===== src/rtl/multicycle_ctrl_pkg.sv =====
// Shared encodings for the multi-cycle MIPS controller, ALU and datapath:
// ALU function codes, opcodes, R-type funct codes and controller states.
package multicycle_ctrl_pkg;

  localparam int ALU_CODE_W = 3;

  typedef enum logic [ALU_CODE_W-1:0] {
    ALU_ADD = 3'd0,
    ALU_SUB = 3'd1,
    ALU_AND = 3'd2,
    ALU_OR  = 3'd3,
    ALU_XOR = 3'd4,
    ALU_SLT = 3'd5
  } alu_func_e;

  localparam logic [5:0] OP_RTYPE = 6'h00;
  localparam logic [5:0] OP_J     = 6'h02;
  localparam logic [5:0] OP_BEQ   = 6'h04;
  localparam logic [5:0] OP_ADDI  = 6'h08;
  localparam logic [5:0] OP_ANDI  = 6'h0C;
  localparam logic [5:0] OP_ORI   = 6'h0D;
  localparam logic [5:0] OP_LW    = 6'h23;
  localparam logic [5:0] OP_SW    = 6'h2B;

  localparam logic [5:0] FN_ADD = 6'h20;
  localparam logic [5:0] FN_SUB = 6'h22;
  localparam logic [5:0] FN_AND = 6'h24;
  localparam logic [5:0] FN_OR  = 6'h25;
  localparam logic [5:0] FN_XOR = 6'h26;
  localparam logic [5:0] FN_SLT = 6'h2A;

  typedef enum logic [3:0] {
    S_FETCH  = 4'd0,
    S_DECODE = 4'd1,
    S_MEMADR = 4'd2,
    S_MEMRD  = 4'd3,
    S_MEMWB  = 4'd4,
    S_MEMWR  = 4'd5,
    S_REX    = 4'd6,
    S_RWB    = 4'd7,
    S_IEX    = 4'd8,
    S_IWB    = 4'd9,
    S_BEQ    = 4'd10,
    S_JUMP   = 4'd11
  } state_e;

endpackage


===== src/rtl/multicycle_ctrl_if.sv =====
// Controller <-> datapath/memory bundle. Signal prefixes are from the
// controller's point of view; master = controller, slave = datapath side.
interface multicycle_ctrl_if #(
  parameter int FUNC_SIZE = 11,
  parameter int OP_SIZE   = 6
);
  logic [OP_SIZE-1:0]   i_opcode;
  logic [OP_SIZE-1:0]   i_funct;
  logic                 i_zero;
  logic                 i_mem_ready;
  logic [FUNC_SIZE-1:0] o_alu_func;
  logic                 o_alu_src_a;
  logic [1:0]           o_alu_src_b;
  logic [1:0]           o_pc_src;
  logic                 o_pc_write;
  logic                 o_iord;
  logic                 o_mem_read;
  logic                 o_mem_write;
  logic                 o_ir_write;
  logic                 o_reg_dst;
  logic                 o_mem_to_reg;
  logic                 o_reg_write;
  logic                 o_illegal;
  logic [3:0]           o_state;

  modport master (
    input  i_opcode, i_funct, i_zero, i_mem_ready,
    output o_alu_func, o_alu_src_a, o_alu_src_b, o_pc_src, o_pc_write, o_iord,
           o_mem_read, o_mem_write, o_ir_write, o_reg_dst, o_mem_to_reg,
           o_reg_write, o_illegal, o_state
  );

  modport slave (
    output i_opcode, i_funct, i_zero, i_mem_ready,
    input  o_alu_func, o_alu_src_a, o_alu_src_b, o_pc_src, o_pc_write, o_iord,
           o_mem_read, o_mem_write, o_ir_write, o_reg_dst, o_mem_to_reg,
           o_reg_write, o_illegal, o_state
  );
endinterface


===== src/rtl/multicycle_ctrl_alu_func_decoder.sv =====
// R-type funct field to ALU function code; o_valid low for unsupported funct.
module multicycle_ctrl_alu_func_decoder
  import multicycle_ctrl_pkg::*;
#(
  parameter int OP_SIZE = 6
) (
  input  logic [OP_SIZE-1:0] i_funct,
  output alu_func_e          o_func,
  output logic               o_valid
);

  always_comb begin
    o_func  = ALU_ADD;
    o_valid = 1'b1;
    case (i_funct)
      FN_ADD:  o_func = ALU_ADD;
      FN_SUB:  o_func = ALU_SUB;
      FN_AND:  o_func = ALU_AND;
      FN_OR:   o_func = ALU_OR;
      FN_XOR:  o_func = ALU_XOR;
      FN_SLT:  o_func = ALU_SLT;
      default: o_valid = 1'b0;
    endcase
  end

endmodule


===== src/rtl/multicycle_ctrl.sv =====
// Multi-cycle MIPS control unit: sequences FETCH/DECODE/EXEC/MEM/WB and
// drives ALU function, datapath muxes and write strobes.
//
// state  | meaning
// FETCH  | read instruction at PC, PC+4; waits for memory ready
// DECODE | branch target into ALUOut, dispatch on opcode
// MEMADR | A + sign-ext imm -> effective address
// MEMRD  | load read at ALUOut; waits for memory ready
// MEMWB  | MDR -> rt
// MEMWR  | store write at ALUOut; waits for memory ready
// REX    | R-type ALU op selected by funct
// RWB    | ALUOut -> rd
// IEX    | immediate ALU op (addi/andi/ori)
// IWB    | ALUOut -> rt
// BEQ    | A - B, PC <= ALUOut when zero
// JUMP   | PC <= jump target
module multicycle_ctrl
  import multicycle_ctrl_pkg::*;
#(
  parameter int FUNC_SIZE = 11,
  parameter int OP_SIZE   = 6
) (
  input logic                i_clk,
  input logic                i_rst,
  multicycle_ctrl_if.master  bus
);

  state_e    r_state;
  logic      r_illegal;
  alu_func_e w_rfunc;
  logic      w_rvalid;

  alu_func_e w_func;
  logic      w_src_a;
  logic [1:0] w_src_b;
  logic [1:0] w_pc_src;
  logic      w_pc_write;
  logic      w_iord;
  logic      w_mem_read;
  logic      w_mem_write;
  logic      w_ir_write;
  logic      w_reg_dst;
  logic      w_mem_to_reg;
  logic      w_reg_write;

  multicycle_ctrl_alu_func_decoder #(.OP_SIZE(OP_SIZE)) u_func_dec (
    .i_funct (bus.i_funct),
    .o_func  (w_rfunc),
    .o_valid (w_rvalid)
  );

  always_ff @(posedge i_clk) begin
    if (i_rst) begin
      r_state   <= S_FETCH;
      r_illegal <= 1'b0;
    end else begin
      case (r_state)
        S_FETCH:  if (bus.i_mem_ready) r_state <= S_DECODE;
        S_DECODE: begin
          case (bus.i_opcode)
            OP_LW, OP_SW:               r_state <= S_MEMADR;
            OP_RTYPE:                   r_state <= S_REX;
            OP_ADDI, OP_ANDI, OP_ORI:   r_state <= S_IEX;
            OP_BEQ:                     r_state <= S_BEQ;
            OP_J:                       r_state <= S_JUMP;
            default: begin
              r_state   <= S_FETCH;
              r_illegal <= 1'b1;
            end
          endcase
        end
        S_MEMADR: r_state <= (bus.i_opcode == OP_LW) ? S_MEMRD : S_MEMWR;
        S_MEMRD:  if (bus.i_mem_ready) r_state <= S_MEMWB;
        S_MEMWR:  if (bus.i_mem_ready) r_state <= S_FETCH;
        S_REX: begin
          if (w_rvalid) begin
            r_state <= S_RWB;
          end else begin
            r_state   <= S_FETCH;
            r_illegal <= 1'b1;
          end
        end
        S_IEX:    r_state <= S_IWB;
        default:  r_state <= S_FETCH;
      endcase
    end
  end

  // Decoded from the state register; reset forces every control to zero
  // in the same cycle so an aborted access never strobes memory.
  always_comb begin
    w_func       = ALU_ADD;
    w_src_a      = 1'b0;
    w_src_b      = 2'd0;
    w_pc_src     = 2'd0;
    w_pc_write   = 1'b0;
    w_iord       = 1'b0;
    w_mem_read   = 1'b0;
    w_mem_write  = 1'b0;
    w_ir_write   = 1'b0;
    w_reg_dst    = 1'b0;
    w_mem_to_reg = 1'b0;
    w_reg_write  = 1'b0;
    if (!i_rst) begin
      case (r_state)
        S_FETCH: begin
          w_mem_read = 1'b1;
          w_src_b    = 2'd1;
          w_ir_write = bus.i_mem_ready;
          w_pc_write = bus.i_mem_ready;
        end
        S_DECODE: w_src_b = 2'd2;
        S_MEMADR: begin
          w_src_a = 1'b1;
          w_src_b = 2'd2;
        end
        S_MEMRD: begin
          w_iord     = 1'b1;
          w_mem_read = 1'b1;
        end
        S_MEMWB: begin
          w_mem_to_reg = 1'b1;
          w_reg_write  = 1'b1;
        end
        S_MEMWR: begin
          w_iord      = 1'b1;
          w_mem_write = 1'b1;
        end
        S_REX: begin
          w_src_a = 1'b1;
          w_func  = w_rfunc;
        end
        S_RWB: begin
          w_reg_dst   = 1'b1;
          w_reg_write = 1'b1;
          w_func      = w_rfunc;
        end
        S_IEX: begin
          w_src_a = 1'b1;
          case (bus.i_opcode)
            OP_ANDI: begin w_src_b = 2'd3; w_func = ALU_AND; end
            OP_ORI:  begin w_src_b = 2'd3; w_func = ALU_OR;  end
            default: begin w_src_b = 2'd2; w_func = ALU_ADD; end
          endcase
        end
        S_IWB: w_reg_write = 1'b1;
        S_BEQ: begin
          w_src_a    = 1'b1;
          w_func     = ALU_SUB;
          w_pc_src   = 2'd1;
          w_pc_write = bus.i_zero;
        end
        S_JUMP: begin
          w_pc_src   = 2'd2;
          w_pc_write = 1'b1;
        end
        default: ;
      endcase
    end
  end

  assign bus.o_alu_func   = {{(FUNC_SIZE-ALU_CODE_W){1'b0}}, w_func};
  assign bus.o_alu_src_a  = w_src_a;
  assign bus.o_alu_src_b  = w_src_b;
  assign bus.o_pc_src     = w_pc_src;
  assign bus.o_pc_write   = w_pc_write;
  assign bus.o_iord       = w_iord;
  assign bus.o_mem_read   = w_mem_read;
  assign bus.o_mem_write  = w_mem_write;
  assign bus.o_ir_write   = w_ir_write;
  assign bus.o_reg_dst    = w_reg_dst;
  assign bus.o_mem_to_reg = w_mem_to_reg;
  assign bus.o_reg_write  = w_reg_write;
  assign bus.o_illegal    = r_illegal;
  assign bus.o_state      = r_state;

endmodule


===== src/flat_wrapper.sv =====
// flat-port wrapper written by rule: the top's interface ports become plain ports
module multicycle_ctrl_flat import multicycle_ctrl_pkg::*;
#(
  parameter int FUNC_SIZE = 11,
  parameter int OP_SIZE   = 6
)
  (i_clk, i_rst, bus_i_opcode, bus_i_funct, bus_i_zero, bus_i_mem_ready, bus_o_alu_func, bus_o_alu_src_a, bus_o_alu_src_b, bus_o_pc_src, bus_o_pc_write, bus_o_iord, bus_o_mem_read, bus_o_mem_write, bus_o_ir_write, bus_o_reg_dst, bus_o_mem_to_reg, bus_o_reg_write, bus_o_illegal, bus_o_state);
  multicycle_ctrl_if #(.FUNC_SIZE(FUNC_SIZE), .OP_SIZE(OP_SIZE)) bus_i ();
  input logic i_clk;
  input logic i_rst;
  input wire logic [$bits(bus_i.i_opcode)-1:0] bus_i_opcode;
  input wire logic [$bits(bus_i.i_funct)-1:0] bus_i_funct;
  input wire logic [$bits(bus_i.i_zero)-1:0] bus_i_zero;
  input wire logic [$bits(bus_i.i_mem_ready)-1:0] bus_i_mem_ready;
  output wire logic [$bits(bus_i.o_alu_func)-1:0] bus_o_alu_func;
  output wire logic [$bits(bus_i.o_alu_src_a)-1:0] bus_o_alu_src_a;
  output wire logic [$bits(bus_i.o_alu_src_b)-1:0] bus_o_alu_src_b;
  output wire logic [$bits(bus_i.o_pc_src)-1:0] bus_o_pc_src;
  output wire logic [$bits(bus_i.o_pc_write)-1:0] bus_o_pc_write;
  output wire logic [$bits(bus_i.o_iord)-1:0] bus_o_iord;
  output wire logic [$bits(bus_i.o_mem_read)-1:0] bus_o_mem_read;
  output wire logic [$bits(bus_i.o_mem_write)-1:0] bus_o_mem_write;
  output wire logic [$bits(bus_i.o_ir_write)-1:0] bus_o_ir_write;
  output wire logic [$bits(bus_i.o_reg_dst)-1:0] bus_o_reg_dst;
  output wire logic [$bits(bus_i.o_mem_to_reg)-1:0] bus_o_mem_to_reg;
  output wire logic [$bits(bus_i.o_reg_write)-1:0] bus_o_reg_write;
  output wire logic [$bits(bus_i.o_illegal)-1:0] bus_o_illegal;
  output wire logic [$bits(bus_i.o_state)-1:0] bus_o_state;
  assign bus_i.i_opcode = bus_i_opcode;
  assign bus_i.i_funct = bus_i_funct;
  assign bus_i.i_zero = bus_i_zero;
  assign bus_i.i_mem_ready = bus_i_mem_ready;
  assign bus_o_alu_func = bus_i.o_alu_func;
  assign bus_o_alu_src_a = bus_i.o_alu_src_a;
  assign bus_o_alu_src_b = bus_i.o_alu_src_b;
  assign bus_o_pc_src = bus_i.o_pc_src;
  assign bus_o_pc_write = bus_i.o_pc_write;
  assign bus_o_iord = bus_i.o_iord;
  assign bus_o_mem_read = bus_i.o_mem_read;
  assign bus_o_mem_write = bus_i.o_mem_write;
  assign bus_o_ir_write = bus_i.o_ir_write;
  assign bus_o_reg_dst = bus_i.o_reg_dst;
  assign bus_o_mem_to_reg = bus_i.o_mem_to_reg;
  assign bus_o_reg_write = bus_i.o_reg_write;
  assign bus_o_illegal = bus_i.o_illegal;
  assign bus_o_state = bus_i.o_state;
  multicycle_ctrl #(.FUNC_SIZE(FUNC_SIZE), .OP_SIZE(OP_SIZE)) u_core (.i_clk(i_clk), .i_rst(i_rst), .bus(bus_i));
endmodule

===== config.mk =====
export PLATFORM = sky130hd
export DESIGN_NAME = multicycle_ctrl_flat
export DESIGN_NICKNAME = d
export VERILOG_FILES = /design/src/rtl/multicycle_ctrl_pkg.sv /design/src/rtl/multicycle_ctrl_if.sv /design/src/rtl/multicycle_ctrl_alu_func_decoder.sv /design/src/rtl/multicycle_ctrl.sv /design/src/flat_wrapper.sv
export SDC_FILE = /design/constraint.sdc
export NUM_CORES = 1
export LEC_CHECK = 0
export CAP_MARGIN = 25
export CORE_UTILIZATION = 41
export CTS_CLUSTER_DIAMETER = 200
export DETAILED_ROUTE_END_ITERATION = 10
export PLACE_DENSITY = 0.91
export REMOVE_ABC_BUFFERS = 1
export SYNTH_ARGS = -nofsm -noshare
export SYNTH_HDL_FRONTEND = slang
export SYNTH_SLANG_ARGS = --single-unit

===== constraint.sdc =====
create_clock -name i_clk -period 4.3 [get_ports i_clk]
set_clock_uncertainty 0.05 [all_clocks]
set_input_delay 0.43 -clock i_clk [delete_from_list [all_inputs] [get_ports i_clk]]
set_output_delay 0.43 -clock i_clk [all_outputs]
set_load 0.01 [all_outputs]

# Yosys cells after proc, flatten, opt, wreduce, memory -nomap -nowiden
# Cells that the tools add are included.
[op_classes]
bitwise_logic = 0
div = 0
n_eq_ne = 29
mux = 38
n_lt_le_gt_ge = 0
addsub = 0
reduce_logical = 16
shifts = 0
multipliers = 0
[ops]
columns = ["operator", "n"]
rows = [
  ["$eq 6x6->1 const B", 8],
  ["$pmux 4 s7", 1],
  ["$mux 1", 21],
  ["$pmux 4 s5", 1],
  ["$eq 6x4->1 const B", 3],
  ["$eq 4x3->1 const B", 4],
  ["$eq 4x4->1 const B", 4],
  ["$pmux 3 s5", 1],
  ["$mux 4", 3],
  ["$reduce_or 2->1", 6],
  ["$ne 2x2->1 const B", 5],
  ["$mux 3", 3],
  ["$pmux 3 s3", 1],
  ["$eq 4x2->1 const B", 2],
  ["$pmux 2 s2", 2],
  ["$reduce_or 8->1", 1],
  ["$eq 6x2->1 const B", 1],
  ["$eq 6x3->1 const B", 1],
  ["$logic_not 6->1", 1],
  ["$pmux 2 s3", 1],
  ["$reduce_and 3->1", 2],
  ["$reduce_or 3->1", 2],
  ["$reduce_or 6->1", 1],
  ["$eq 4x1->1 const B", 1],
  ["other kinds (6)", 7],
]
[totals]
mem_bits_ro = 0
latch_bits = 0
out_inout_bits = 29
register_bits = 5
mem_bits_rw = 0
memories = 0

# Logic depth before layout (Yosys ltp)
# Gate-level depths: netlist of run 1.
[logic_depth]
depth_word = 5
depth_mapped = 6
mapped_depth_nobuf = 5

# Cells and area by module
# From an unflattened synthesis of run 1, not the netlist that was laid out.
[unflattened]
cells_unflattened = 129
hier_area_um2 = 845.8
[by_module_without_submodules]
columns = ["module", "cells_per_inst", "area_each_um2", "instances"]
rows = [
  ["multicycle_ctrl", 117, 752.0, 1],
  ["multicycle_ctrl_alu_func_decoder", 12, 93.8, 1],
]

# Least setup slack after synthesis of run 1
# No wires, ideal clock.
[synth_path]
kind = "reg2out"
from = "register u_core.r_state[2], in the netlist u_core.bus.o_state[2]"
to = "output bus_o_alu_src_a"
stages_incl_launch_ff = 4
path_slack_ns = 2.434
required_ns = 3.820
path_buffers = 2
t_arrival_ns = 1.386
path_cell_list = "dfxtp_1 -> buf_2 -> clkbuf_1 -> a2111oi_0"
[synth_via]
elab_chain_cells = 4
[synth_lines]
columns = ["item", "line_no", "text"]
rows = [
  ["start: declaration", "multicycle_ctrl.sv:28", "state_e r_state;"],
  ["start signal: assignment", "multicycle_ctrl.sv:72", "S_MEMADR: r_state <= (bus.i_opcode == OP_LW) ? S_MEMRD : S_MEMWR;"],
  ["$eq 4x3->1, or another cell as far along", "multicycle_ctrl.sv:105", "case (r_state)"],
  ["$reduce_or 4->1 (no source line) *", "n/a", ""],
  ["$mux 1 *", "multicycle_ctrl.sv:105", ""],
  ["$mux 1 *", "multicycle_ctrl.sv:104", "if (!i_rst) begin"],
  ["end: declaration", "flat_wrapper.sv:16", "output wire logic [$bits(bus_i.o_alu_src_a)-1:0] bus_o_alu_src_a;"],
]
# Every way passes the cells marked *; elsewhere a longest branch is shown, timed or not.

# Worst setup path after layout of run 1
[layout_path]
from = "input bus_i_opcode[1]"
to = "output bus_o_alu_func[0]"
[layout_via]
elab_chain_cells = 4
[layout_lines]
columns = ["item", "line_no", "text"]
rows = [
  ["start: declaration", "flat_wrapper.sv:11", "input wire logic [$bits(bus_i.i_opcode)-1:0] bus_i_opcode;"],
  ["$eq 6x4->1", "multicycle_ctrl.sv:140", "case (bus.i_opcode)"],
  ["$pmux 2 s2 *", "multicycle_ctrl.sv:140", ""],
  ["$pmux 3 s3 *", "multicycle_ctrl.sv:105", ""],
  ["$mux 3 *", "multicycle_ctrl.sv:104", ""],
  ["end: declaration", "flat_wrapper.sv:15", "output wire logic [$bits(bus_i.o_alu_func)-1:0] bus_o_alu_func;"],
]
# Marked as above.

==> flow_summary.json, run 1 <==
{
  "status": "complete, no violations",
  "syn_area_sq_um": 795,
  "clkTransAtPathRegs_ns": 0.04,
  "grt_overflow": 0,
  "cts_buffer_depth": 2,
  "grt_pass1_wl_mm": 3.39,
  "coreArea_sq_um": 1760,
  "setup_slack_ns": 1.41,
  "critPathArrivalTime_ns": 2.41,
  "cts_hold_buf": 0,
  "num_vias": 950,
  "final_cell_mix": "clkdlybuf4s50_1, nor2_1, nand2_1",
  "core.rowCount": 15,
  "hold_depth": 2,
  "globalplace.congestion": 0.831,
  "vias_per_cell": 5.40,
  "grtUsageTotal_pct": 21.7,
  "synth-async-reset-ratio_pct": 0,
  "drtIter0Drc": 17,
  "grt_max_degree": 21,
  "cap_violations": 0,
  "final_layout_size_suffix_gt1_share_pct": 6.62,
  "pwr_density_cell_nw_per_um2": 159,
  "nets": 168,
  "cp_slowest_cell": "clkdlybuf4s50_1",
  "dpl_worst_slack_ns": 1.41,
  "h-tree-depth": 1,
  "cts.sinks": 5,
  "report.power.total_w": 0.000181,
  "synth_edf_count": 0,
  "report.final.slew_viol_count": 0,
  "startpoint_type": "input pin",
  "hold_path_startpoint": "u_core.bus.o_illegal",
  "rsz0062_at_grt": "false",
  "fmax_ghz": 0.346,
  "antenna_found_initial": 0,
  "worst_skew_pair.late_latency_ns": 0.24,
  "cts_tree": "done",
  "syn_inst": 119,
  "utilization_pct": 64.7,
  "tightest_slew_ns": 0.684,
  "worstRegToRegCells": 4,
  "synth_area_per_cell_sq_um": 6.68,
  "post_cts_resized": 0,
  "yosys_register_bits": 5,
  "tns_ns": 0,
  "cts_root_buffer": "clkbuf_4",
  "vdd_drop_max_uv": 86.5,
  "slew_headroom_pct": 54.4,
  "dr.pass1.iters": 6,
  "holdCritPathClass": "reg2reg",
  "ios": 45,
  "ys_seq_area_share_pct": 12.6,
  "post_cts_buffers": 0,
  "final_hold_viol_count": 0,
  "crit_fanout": 6,
  "cpPeakStageDelay_ns": 0.56,
  "hpwl_mm": 1.66,
  "r2r-end": "u_core.bus.o_state[0]",
  "grt_pass1_vias": 797,
  "crit_buf_inv": 2,
  "critPathCaptureType": "output pin",
  "crit_chain": "clkdlybuf4s50_1 > nor4b_1 > nand3_1 > o32a_1 > a21oi_1 > clkdlybuf4s50_1",
  "syn_to_final_growth_pct": 43.6,
  "synth_warnings": 0,
  "die_y_um": 46.0,
  "p_leak_nw": 0.420,
  "synth.distinct_cells": 43,
  "period_needed_ns": 2.89,
  "cts_buffers": 3,
  "synthFlopType": "dfxtp_1",
  "final_common_cell": "clkdlybuf4s50_1",
  "final-setup-viol-count": 0,
  "fillers": 183,
  "start_util_pct": 45.0,
  "crit_required_ns": 3.82,
  "cpLargestDelayFamily": "buffers and inverters",
  "hold_path_end": "u_core.bus.o_illegal",
  "die-area_sq_um": 2120,
  "drt_wl_total_mm": 2.21,
  "finalInstanceArea_sq_um": 1140,
  "antenna_left": 0,
  "r2r_slack_ns": 2.44,
  "timing.final.crit_share_pct": 67.2,
  "placement.cell_area_sq_um": 1110,
  "crit_start": "bus_i_opcode[1]",
  "antennaDiodeCount": 0,
  "r2r_start": "u_core.bus.o_state[0]",
  "crit_type": "in2out",
  "drc_errors": 0,
  "die_w_um": 46.0,
  "portBuffers": 36,
  "wire_per_inst_um": 12.6,
  "cpMostUsedCell": "clkdlybuf4s50_1"
}
-- logic make-up after synthesis --
logic type	Yosys count	synth area share [%]
flops	5	12.6
xor+xnor	4	4.41
fa+ha+maj	1	1.26
buf+inv	21	15.1
compound gates	30	25.2
mux	2	2.68
other cells	1	0.472
simple gates	55	38.3
-- registers in the layout, indices dropped and copies added, names as in the netlist --
register              cells
u_core.bus.o_illegal      1
u_core.bus.o_state        4
-- worst register-to-register path: stages (launching register included) --
cell	delay (ns)
dfxtp_1	0.75
nor2b_1	0.24
o2111ai_1	0.23
o21ai_0	0.17
a32o_1	0.30
-- cell usage after synthesis, types with 2 or more instances --
master | n | area (sq um)
nand3b_1 | 2 | 15.0
nor4b_1 | 2 | 17.5
nor3_1 | 6 | 30.0
clkbuf_1 | 3 | 11.3
o21ai_0 | 4 | 20.0
nand3_1 | 2 | 10.0
nor2_1 | 14 | 52.6
buf_2 | 3 | 15.0
inv_1 | 5 | 18.8
buf_4 | 8 | 60.1
nand2_1 | 11 | 41.3
and3_1 | 4 | 25.0
xnor2_1 | 3 | 26.3
nor2b_1 | 2 | 12.5
o22ai_1 | 3 | 18.8
a21oi_1 | 9 | 45.0
dfxtp_1 | 5 | 100
a31oi_1 | 4 | 25.0
nor2_4 | 2 | 22.5
nor4_1 | 3 | 18.8
nand2b_1 | 2 | 12.5
-- report_power, final --
| group | switching (W) | total [W] | leakage (nW) | internal [W] |
|---|---|---|---|---|
| combinational | 0.0000335 | 0.0000709 | 0.364 | 0.0000374 |
| sequential | 0.00000703 | 0.0000558 | 0.0408 | 0.0000488 |
| clock | 0.0000192 | 0.0000543 | 0.0150 | 0.0000351 |
-- metal layers --
metal | part of all wire, % | global-route usage, % | routed length, um | vias up
met2 | 51 | 38.3 | 1120 | 41
li1 | - | - | - | 482
met1 | 44 | 27.5 | 980 | 425
met3 | 4.5 | 1.59 | 99 | 2
met5 | 0 | 0 | 0 | -
met4 | 0.45 | 7.06 | 10 | 0
-- stage by stage --
stage / hold WS [ns] / cells
after floorplan: 0.449 / 111
after global placement: 0.465 / 172
after detailed placement: 0.474 / 172
after CTS: 0.481 / 176
after global routing: 0.500 / 176
final: 0.480 / 176
-- layout make-up --
class | count | area (sq um) | area share (%)
Clock buffer | 4 | 26.3 | 2.30
Inverter | 6 | 22.5 | 1.97
Multi-Input combinational cell | 100 | 601 | 52.6
Sequential cell | 5 | 100 | 8.77
Tap cell | 25 | 31.3 | 2.74
Timing Repair Buffer | 36 | 360 | 31.6
-- how the worst max path moves through the flow --
stage | end | slack [ns] | cells past startpoint
2_1_floorplan | bus_o_alu_func[2] | 2.26 | 4
3_3_place_gp | bus_o_alu_func[0] | 1.47 | 6
3_5_place_dp | bus_o_alu_func[0] | 1.41 | 6
4_1_cts | bus_o_alu_func[0] | 1.40 | 6
5_1_grt | bus_o_alu_func[0] | 1.28 | 6
6_report | bus_o_alu_func[0] | 1.41 | 6
Power figures use the tool's default switching activity.
==> inputs of run 2 (changes only) <==
Settings changed: CORE_ASPECT_RATIO set to 1.5, CORE_UTILIZATION 41 to 34, PLACE_DENSITY 0.91 to 0.81.
Clock period 4.3 ns to 2.4 ns, I/O delays scaled along.
==> flow_summary.json, run 2 (same netlist as run 1, synthesis figures left out) <==
{
  "crit_chain": "clkdlybuf4s50_1 > nor4b_2 > nand3_1 > buf_4 > a21oi_1 > clkdlybuf4s50_1",
  "crit_fanout": 2,
  "cp_num_cells": 6,
  "start_util_pct": 36.0,
  "timing.hold.ws_ns": 0.504,
  "startpoint_type": "input pin",
  "crit_type": "in2out",
  "grt_overflow": 0,
  "dpl_worst_slack_ns": -0.0112,
  "h-tree-depth": 1,
  "grtUsageTotal_pct": 19.3,
  "grt_pass1_vias": 991,
  "grt_pass1_wl_mm": 3.92,
  "cap_violations": 0,
  "globalplace.congestion": 0.853,
  "antenna_left": 0,
  "vias_per_cell": 5.68,
  "critPathCaptureType": "output pin",
  "fmax_ghz": 0.438,
  "worst_skew_pair.late_latency_ns": 0.26,
  "p_leak_nw": 0.498,
  "report.final.slew_viol_count": 0,
  "die-area_sq_um": 2540,
  "core.rowCount": 21,
  "hpwl_mm": 1.90,
  "setup_slack_ns": 0.119,
  "cp-endpoint": "bus_o_alu_src_b[0]",
  "holdCritPathClass": "reg2reg",
  "report.power.total_w": 0.000346,
  "cts_tree": "done",
  "status": "complete, no violations",
  "cts_buffers": 3,
  "cts.sinks": 5,
  "antennaDiodeCount": 0,
  "num_vias": 1051,
  "worstRegToRegCells": 6,
  "timing.final.crit_share_pct": 95.0,
  "die_w_um": 41.5,
  "clkTransAtPathRegs_ns": 0.05,
  "final_cell_mix": "clkdlybuf4s50_1, nor2_1, nand2_1, buf_4, a21oi_1",
  "coreArea_sq_um": 2210,
  "pwr_density_cell_nw_per_um2": 278,
  "crit_start": "bus_i_opcode[4]",
  "critPathArrivalTime_ns": 1.99,
  "antenna_found_initial": 0,
  "drtIter0Drc": 37,
  "cpMostUsedCell": "clkdlybuf4s50_1",
  "rsz0062_at_grt": "false",
  "nets": 179,
  "crit_required_ns": 2.11,
  "r2r-end": "u_core.bus.o_state[2]",
  "final_layout_size_suffix_gt1_share_pct": 17.3,
  "final_hold_viol_count": 0,
  "ios": 45,
  "period_needed_ns": 2.28,
  "wire_per_inst_um": 13.2,
  "r2r_start": "u_core.bus.o_state[0]",
  "cpLargestDelayFamily": "buffers and inverters",
  "r2r_slack_ns": 0.76,
  "crit_buf_inv": 3,
  "drc_errors": 0,
  "post_cts_buffers": 0,
  "cp_slowest_cell": "clkdlybuf4s50_1",
  "largest_reg_flops": 4,
  "dr.pass1.iters": 4,
  "portBuffers": 36,
  "vdd_drop_max_uv": 220,
  "grt_max_degree": 20,
  "drt_wl_total_mm": 2.44,
  "tns_ns": 0,
  "final_common_cell": "clkdlybuf4s50_1",
  "final-setup-viol-count": 0,
  "die_y_um": 61.2,
  "cts_root_buffer": "clkbuf_4",
  "cpPeakStageDelay_ns": 0.56,
  "syn_to_final_growth_pct": 56.7,
  "cts_buffer_depth": 2
}
run 2: timing repair:
item                                    CTS  global route
resized for setup                         3             4
hold buffers                              0             0
pin swaps                                 0             2
endpoints found under the setup margin    4             5
run 2: per-layer routing:
metal	wire length (um)	part of all wire [%]	global-route usage [%]	vias to the layer above
met5	0	0	0	-
met4	48	2.0	11.1	0
met3	157	6.4	2.05	8
met2	1330	55	36.2	52
met1	900	37	21.1	488
li1	-	-	-	503
run 2: power breakdown:
part | internal [W] | switching (W)
clock | 0.0000608 | 0.0000441
sequential | 0.0000872 | 0.00000388
combinational | 0.0000768 | 0.0000732
total | 0.000225 | 0.000121
run 2: final cells by class:
type | count | area (sq um)
fillers | 215 | 962
flip-flops and latches | 5 | 103
clock inverters | 1 | 5.00
clock buffers | 3 | 22.5
repair buffers | 47 | 445
multi-input cells | 100 | 618
well taps | 23 | 28.8
inverters | 6 | 22.5
run 2: per-stage QoR:
| step | cell area, sq um | util [%] | std cells |
|---|---|---|---|
| after CTS | 1230 | 55.8 | 185 |
| after floorplan | 723 | - | 111 |
| after detailed placement | 1190 | 54.1 | 181 |
| after global placement | 1190 | 54.1 | 181 |
| after global routing | 1240 | 56.4 | 185 |
| final | 1240 | 56.4 | 185 |
run 2: how the worst min path moves through the flow:
stage | startpoint | endpoint | slack [ns] | cells past startpoint
final | u_core.bus.o_illegal | u_core.bus.o_illegal | 0.50 | 2
after global placement | u_core.bus.o_illegal | u_core.bus.o_illegal | 0.48 | 2
after global routing | u_core.bus.o_illegal | u_core.bus.o_illegal | 0.54 | 2
after CTS | u_core.bus.o_illegal | u_core.bus.o_illegal | 0.50 | 2
after floorplan | i_rst | u_core.bus.o_illegal | 0.26 | 1
after detailed placement | u_core.bus.o_illegal | u_core.bus.o_illegal | 0.48 | 2
run 2: worst register-to-register path, delay by kind of cell, from the launching register on:
family / cells / cell delay [ns]
AO/OA/AOI/OAI: 2 / 0.18
buffers and inverters: 1 / 0.20
AND/OR/NAND/NOR: 3 / 0.75
flip-flops: 1 / 0.32
